## src/rtl/lsu_mem_ctrl_if.sv

```systemverilog
// rtl/lsu_mem_ctrl_if.sv - doubleword data-memory request/response bus
interface lsu_mem_ctrl_if #(
  parameter int ADDR_WIDTH = 64
);
  logic                  out_mem_req;
  logic                  out_mem_we;
  logic [ADDR_WIDTH-1:0] out_mem_addr;
  logic [63:0]           out_mem_wdata;
  logic [7:0]            out_mem_wstrb;
  logic                  in_mem_ready;
  logic                  in_mem_rvalid;
  logic [63:0]           in_mem_rdata;

  // Load/store unit side: drives the request, receives ready and load data
  modport master (
    output out_mem_req, out_mem_we, out_mem_addr, out_mem_wdata, out_mem_wstrb,
    input  in_mem_ready, in_mem_rvalid, in_mem_rdata
  );

  // Memory side
  modport slave (
    input  out_mem_req, out_mem_we, out_mem_addr, out_mem_wdata, out_mem_wstrb,
    output in_mem_ready, in_mem_rvalid, in_mem_rdata
  );
endinterface

```

## src/rtl/lsu_mem_ctrl.sv

```systemverilog
// rtl/lsu_mem_ctrl.sv - MEM-stage load/store unit driving a 64-bit data memory
module lsu_mem_ctrl #(
  parameter int          ADDR_WIDTH     = 64,
  parameter int unsigned TIMEOUT_CYCLES = 255
) (
  input  logic                  Clk,
  input  logic                  Rst,
  input  logic                  in_req_valid,
  input  logic                  in_we,
  input  logic [1:0]            in_size,
  input  logic                  in_unsigned,
  input  logic [ADDR_WIDTH-1:0] in_addr,
  input  logic [63:0]           in_wr_data,
  output logic [63:0]           out_rd_data,
  output logic                  out_done,
  output logic                  out_err,
  output logic                  out_stall,
  lsu_mem_ctrl_if.master        mem
);

  typedef enum logic [1:0] {IDLE, REQ, WAIT, DONE} state_t;

  state_t                state_q, state_d;
  logic [ADDR_WIDTH-1:0] addr_q;
  logic [2:0]            off_q;
  logic [7:0]            wstrb_q;
  logic [63:0]           wdata_q;
  logic [1:0]            size_q;
  logic                  uns_q;
  logic                  we_q;
  logic                  err_q;
  logic [31:0]           cnt_q;
  logic [63:0]           rd_q;

  logic                  misaligned;
  logic [7:0]            size_mask;
  logic [63:0]           shifted;
  logic [63:0]           load_ext;
  logic                  timeout_hit;

  // Alignment check and byte-lane mask for the access presented in IDLE
  always_comb begin
    misaligned = 1'b0;
    size_mask  = 8'h01;
    case (in_size)
      2'b00: begin misaligned = 1'b0;            size_mask = 8'h01; end
      2'b01: begin misaligned = in_addr[0];      size_mask = 8'h03; end
      2'b10: begin misaligned = |in_addr[1:0];   size_mask = 8'h0F; end
      default: begin misaligned = |in_addr[2:0]; size_mask = 8'hFF; end
    endcase
  end

  // Right-align the returned doubleword and extend it to the access size
  always_comb begin
    shifted  = mem.in_mem_rdata >> {off_q, 3'b000};
    load_ext = shifted;
    case (size_q)
      2'b00:   load_ext = uns_q ? {56'd0, shifted[7:0]}  : {{56{shifted[7]}},  shifted[7:0]};
      2'b01:   load_ext = uns_q ? {48'd0, shifted[15:0]} : {{48{shifted[15]}}, shifted[15:0]};
      2'b10:   load_ext = uns_q ? {32'd0, shifted[31:0]} : {{32{shifted[31]}}, shifted[31:0]};
      default: load_ext = shifted;
    endcase
  end

  // A zero timeout setting means a load waits for rvalid forever
  assign timeout_hit = (TIMEOUT_CYCLES != 0) && (cnt_q == TIMEOUT_CYCLES - 1);

  // State register
  always_ff @(posedge Clk) begin
    if (Rst) state_q <= IDLE;
    else     state_q <= state_d;
  end

  // Next-state and handshake outputs
  always_comb begin
    state_d         = state_q;
    out_stall       = 1'b0;
    out_done        = 1'b0;
    out_err         = 1'b0;
    mem.out_mem_req = 1'b0;
    case (state_q)
      IDLE: begin
        out_stall = in_req_valid;
        if (in_req_valid) state_d = misaligned ? DONE : REQ;
      end
      REQ: begin
        out_stall       = 1'b1;
        mem.out_mem_req = 1'b1;
        if (mem.in_mem_ready) state_d = we_q ? DONE : WAIT;
      end
      WAIT: begin
        out_stall = 1'b1;
        if (mem.in_mem_rvalid || timeout_hit) state_d = DONE;
      end
      default: begin
        out_done = 1'b1;
        out_err  = err_q;
        state_d  = IDLE;
      end
    endcase
  end

  // Access latch, wait counter, error flag and load result register
  always_ff @(posedge Clk) begin
    if (Rst) begin
      addr_q  <= '0;
      off_q   <= '0;
      wstrb_q <= '0;
      wdata_q <= '0;
      size_q  <= '0;
      uns_q   <= 1'b0;
      we_q    <= 1'b0;
      err_q   <= 1'b0;
      cnt_q   <= '0;
      rd_q    <= '0;
    end else begin
      case (state_q)
        IDLE: begin
          if (in_req_valid) begin
            addr_q  <= {in_addr[ADDR_WIDTH-1:3], 3'b000};
            off_q   <= in_addr[2:0];
            wstrb_q <= in_we ? (size_mask << in_addr[2:0]) : 8'h00;
            wdata_q <= in_wr_data << {in_addr[2:0], 3'b000};
            size_q  <= in_size;
            uns_q   <= in_unsigned;
            we_q    <= in_we;
            err_q   <= misaligned;
          end
        end
        REQ: begin
          if (mem.in_mem_ready && !we_q) cnt_q <= '0;
        end
        WAIT: begin
          if (mem.in_mem_rvalid) begin
            rd_q <= load_ext;
          end else begin
            cnt_q <= cnt_q + 32'd1;
            if (timeout_hit) err_q <= 1'b1;
          end
        end
        default: ;
      endcase
    end
  end

  assign out_rd_data       = rd_q;
  assign mem.out_mem_we    = we_q;
  assign mem.out_mem_addr  = addr_q;
  assign mem.out_mem_wdata = wdata_q;
  assign mem.out_mem_wstrb = wstrb_q;

endmodule

```

## src/flat_wrapper.sv

```systemverilog
// flat-port wrapper written by rule: the top's interface ports become plain ports
module lsu_mem_ctrl_flat 
#(
  parameter int          ADDR_WIDTH     = 64,
  parameter int unsigned TIMEOUT_CYCLES = 255
)
  (Clk, Rst, in_req_valid, in_we, in_size, in_unsigned, in_addr, in_wr_data, out_rd_data, out_done, out_err, out_stall, mem_out_mem_req, mem_out_mem_we, mem_out_mem_addr, mem_out_mem_wdata, mem_out_mem_wstrb, mem_in_mem_ready, mem_in_mem_rvalid, mem_in_mem_rdata);
  lsu_mem_ctrl_if #(.ADDR_WIDTH(ADDR_WIDTH)) mem_i ();
  input  logic Clk;
  input  logic Rst;
  input  logic in_req_valid;
  input  logic in_we;
  input  logic [1:0] in_size;
  input  logic in_unsigned;
  input  logic [ADDR_WIDTH-1:0] in_addr;
  input  logic [63:0] in_wr_data;
  output logic [63:0] out_rd_data;
  output logic out_done;
  output logic out_err;
  output logic out_stall;
  output wire logic [$bits(mem_i.out_mem_req)-1:0] mem_out_mem_req;
  output wire logic [$bits(mem_i.out_mem_we)-1:0] mem_out_mem_we;
  output wire logic [$bits(mem_i.out_mem_addr)-1:0] mem_out_mem_addr;
  output wire logic [$bits(mem_i.out_mem_wdata)-1:0] mem_out_mem_wdata;
  output wire logic [$bits(mem_i.out_mem_wstrb)-1:0] mem_out_mem_wstrb;
  input wire logic [$bits(mem_i.in_mem_ready)-1:0] mem_in_mem_ready;
  input wire logic [$bits(mem_i.in_mem_rvalid)-1:0] mem_in_mem_rvalid;
  input wire logic [$bits(mem_i.in_mem_rdata)-1:0] mem_in_mem_rdata;
  assign mem_out_mem_req = mem_i.out_mem_req;
  assign mem_out_mem_we = mem_i.out_mem_we;
  assign mem_out_mem_addr = mem_i.out_mem_addr;
  assign mem_out_mem_wdata = mem_i.out_mem_wdata;
  assign mem_out_mem_wstrb = mem_i.out_mem_wstrb;
  assign mem_i.in_mem_ready = mem_in_mem_ready;
  assign mem_i.in_mem_rvalid = mem_in_mem_rvalid;
  assign mem_i.in_mem_rdata = mem_in_mem_rdata;
  lsu_mem_ctrl #(.ADDR_WIDTH(ADDR_WIDTH), .TIMEOUT_CYCLES(TIMEOUT_CYCLES)) u_core (.Clk(Clk), .Rst(Rst), .in_req_valid(in_req_valid), .in_we(in_we), .in_size(in_size), .in_unsigned(in_unsigned), .in_addr(in_addr), .in_wr_data(in_wr_data), .out_rd_data(out_rd_data), .out_done(out_done), .out_err(out_err), .out_stall(out_stall), .mem(mem_i));
endmodule
```

## config.mk

```make
export PLATFORM = sky130hd
export DESIGN_NAME = lsu_mem_ctrl_flat
export DESIGN_NICKNAME = d
export VERILOG_FILES = /design/src/rtl/lsu_mem_ctrl_if.sv /design/src/rtl/lsu_mem_ctrl.sv /design/src/flat_wrapper.sv
export SDC_FILE = /design/constraint.sdc
export NUM_CORES = 1
export LEC_CHECK = 0
export CAP_MARGIN = 0
export CORE_MARGIN = 2
export CORE_UTILIZATION = 48
export CTS_BUF_LIST = sky130_fd_sc_hd__clkbuf_4
export DETAILED_ROUTE_END_ITERATION = 10
export MAX_ROUTING_LAYER = met4
export PLACE_DENSITY_LB_ADDON = 0.25
export SYNTH_ARGS = -nofsm -noshare
export SYNTH_HDL_FRONTEND = slang
export SYNTH_SLANG_ARGS = --single-unit
export TNS_END_PERCENT = 30
```

## constraint.sdc

```tcl
create_clock -name Clk -period 2.35 [get_ports Clk]
set_input_delay 0.47 -clock Clk [delete_from_list [all_inputs] [get_ports Clk]]
set_output_delay 0.47 -clock Clk [all_outputs]
set_load 0.01 [all_outputs]
```

==> results.cfg <==
[synth]
synth_top_cell_area_share_pct = 38.81
ys_async_sr_fraction_pct = 0
synth_compound_area_share_pct = 21.11
synthCells = 1508
synth_seq_area_share_pct = 38.81
synth_top_family_by_area = compound AO/OA/AOI/OAI gates
ys_top_cells_by_area = dfxtp_1, a211oi_1, mux2i_1
synth_mux_area_share_pct = 12.05
synth_warnings = 0
avgSynthCellArea_um2 = 8.176
synth_top_area_cell = dfxtp_1
syn_area_um2 = 12330
yosys.area_share.simple_pct = 19.95
ys_ff_latch = 239
synth_ff_type = dfxtp_1
synth-edff-count = 0
synth_xor_area_share_pct = 1.847
synth.distinct_cells = 65
synth_fa_ha_area_share_pct = 0.6089

[clock_tree]
clockRootBuffer = clkbuf_4
cts.sinks = 239
h-tree-depth = 3
ctsHoldBuffers = 0
clock_latency_ps = 680
numCtsBuffers = 66
clock_path_buffers = 3
clk_pin_slew_worst_paths_ps = 60
cts_tree = built

[power]
ir_drop_v = 0.0006239
p_seq_share_pct = 35.5
p_clk_share_pct = 26.2
pwr-share-comb_pct = 38.2
p_per_area_nw_per_um2 = 829.0
switching_share_pct = 35.35
p_sw_uw = 5192
power.leakage_uw = 0.006348
p_int_uw = 9496

[critical_path]
required_ps = 1880
crit_chain = ha_4, clkdlybuf4s50_1
cp_max_fo = 5
start_kind = flip-flop
crit_slowest_cell = clkdlybuf4s50_1
setup.worst_path.end_class = output pin
critical_path_class = flip-flop to output pin
arrival_ps = 1790
crit_buf_inv = 1
cp_slowest_stage_delay_ps = 550
crit_family = buffers and inverters

[placed_design]
hpwl_um = 32020
io_buffers = 402
placedCellCount = 2172
gp_congestion = 0.9230
place_ws_ps = -78.96
placed_area_um2 = 16840

[sta]
setup_tns_ps = 0
tightestPinTransition_ps = 880.8
fmax_mhz = 442.7
hold_viol_final = 0
fin_skew_ps = 38.95
fin_crit_ps = 2259
setup_slack_ps = 91.37
rsz0062_at_grt = false
setup_viol = 0
period_share_pct = 96.11
slew-limit-headroom_pct = 41.16
slew_violations = 0

[finish]
final_common_cell = clkdlybuf4s50_1
finalNetCount = 2117
stdcell_area_um2 = 17720
syn_to_final_growth_pct = 43.71
fin_util_pct = 70.36
drive_gt1_share_pct = 13.39
final_cell_mix = clkdlybuf4s50_1, dfxtp_1, nand2_1
fin_cells = 2289
nFillCells = 2020

[routing]
drt_iter0_markers = 1204
routed_wl_um = 44500
post_drt_wl_per_cell_um = 19.44
firstDrtPassIters = 5
vias_per_cell = 5.651
postRouteAntennaNets = 0
vias = 12940
remaining_drc_errors = 0

[min_path]
hp-class = input port to flip-flop

[run]
drv_cap = 0

[global_routing]
grt_pass1_wl_um = 67300
grt_util_all_layers_pct = 32.86
grt_max_degree = 127
grt_pass1_vias = 12510
antenna_found_initial = 2
grt-ovfl-total = 0

[floorplanning]
core_area_um2 = 25180
row_count = 58
die_h_um = 164.3
initial_core_util_pct = 48.96
top_level_ports = 406
dieWidth_um = 164.3
die-area_um2 = 26980

[outcome]
status = completed
## routing by layer
metal  up-vias  share of wire, %  global-route usage, %
li1       6198                 -                      -
met1      6018                40                  38.19
met2       585                47                  51.88
met3       135               8.4                  9.419
met4         0               4.9                  16.55
met5         -                 0                      -
## sequential cells by signal, summed over array words and instances (netlist names), 2 cells and up
signal / flops
u_core.cnt_q: 32
u_core.off_q: 3
u_core.mem.out_mem_wstrb: 8
u_core.size_q: 2
u_core.out_rd_data: 64
u_core.mem.out_mem_addr: 61
u_core.mem.out_mem_wdata: 64
u_core.state_q: 2
## through the flow
step / power [µW] / hold slack, ps
global route: 15450 / 128.3
floorplan: 8035 / 452.3
finish: 14690 / 158.4
detailed placement: 10820 / 446.0
CTS: 14730 / 115.1
global placement: 10720 / 441.2
## repair_timing
action,in CTS,in global routing
setup buffers,0,0
endpoints found under the setup margin,4,0
gates resized for setup,16,0
## power by group through the flow
| stage | Sequential, µW | Combinational (µW) | Clock [µW] |
|---|---|---|---|
| 2_1_floorplan | 5460 | 2570 | 0 |
| 5_1_grt | 5280 | 6030 | 4140 |
| 4_1_cts | 5210 | 5590 | 3930 |
| 6_report | 5220 | 5610 | 3860 |
| 3_3_place_gp | 5250 | 5460 | 0 |
| 3_5_place_dp | 5280 | 5540 | 0 |
## synthesized netlist by cell type, types with 9 or more instances
cell type and number:
nor2_1 196, nand3_1 16, mux2i_1 85, nor4_1 20, inv_1 16, nor2b_1 30, nor3_1 37, o21ai_0 63
a21oi_1 124, mux2_2 28, a211oi_2 10, mux4_2 13, nand2_1 209, buf_1 17, a211oi_1 126, dfxtp_1 239
clkbuf_1 95, a22oi_1 30, o211ai_1 9, xnor2_1 23, buf_2 17
## area by class of cell
cell class	instances	area (µm²)	area share, %
multi-input cells	1112	6910	39.00
flip-flops and latches	239	4790	27.03
clock inverters	17	102.6	0.5791
repair buffers	474	4698	26.52
diodes	2	5.005	0.02825
clock buffers	98	735.7	4.152
well taps	330	412.9	2.330
inverters	17	63.81	0.3601
## path summary, 6_finish.rpt
kind	startpoint	slack [ps]	end	cells past startpoint
setup / recovery	u_core.state_q[0]	90	out_done	2
hold / removal	Rst	160	u_core.mem.out_mem_addr[8]	2
setup reg to reg	u_core.off_q[1]	120	u_core.out_rd_data[10]	6
hold reg to reg	u_core.mem.out_mem_addr[28]	450	u_core.mem.out_mem_addr[28]	2
## logic make-up after synthesis
family / Yosys count
simple gates: 555
buf+inv: 159
fa+ha+maj: 6
flops: 239
mux: 128
other cells: 1
xor+xnor: 26
compound gates: 394
Power figures use the tool's default switching activity.
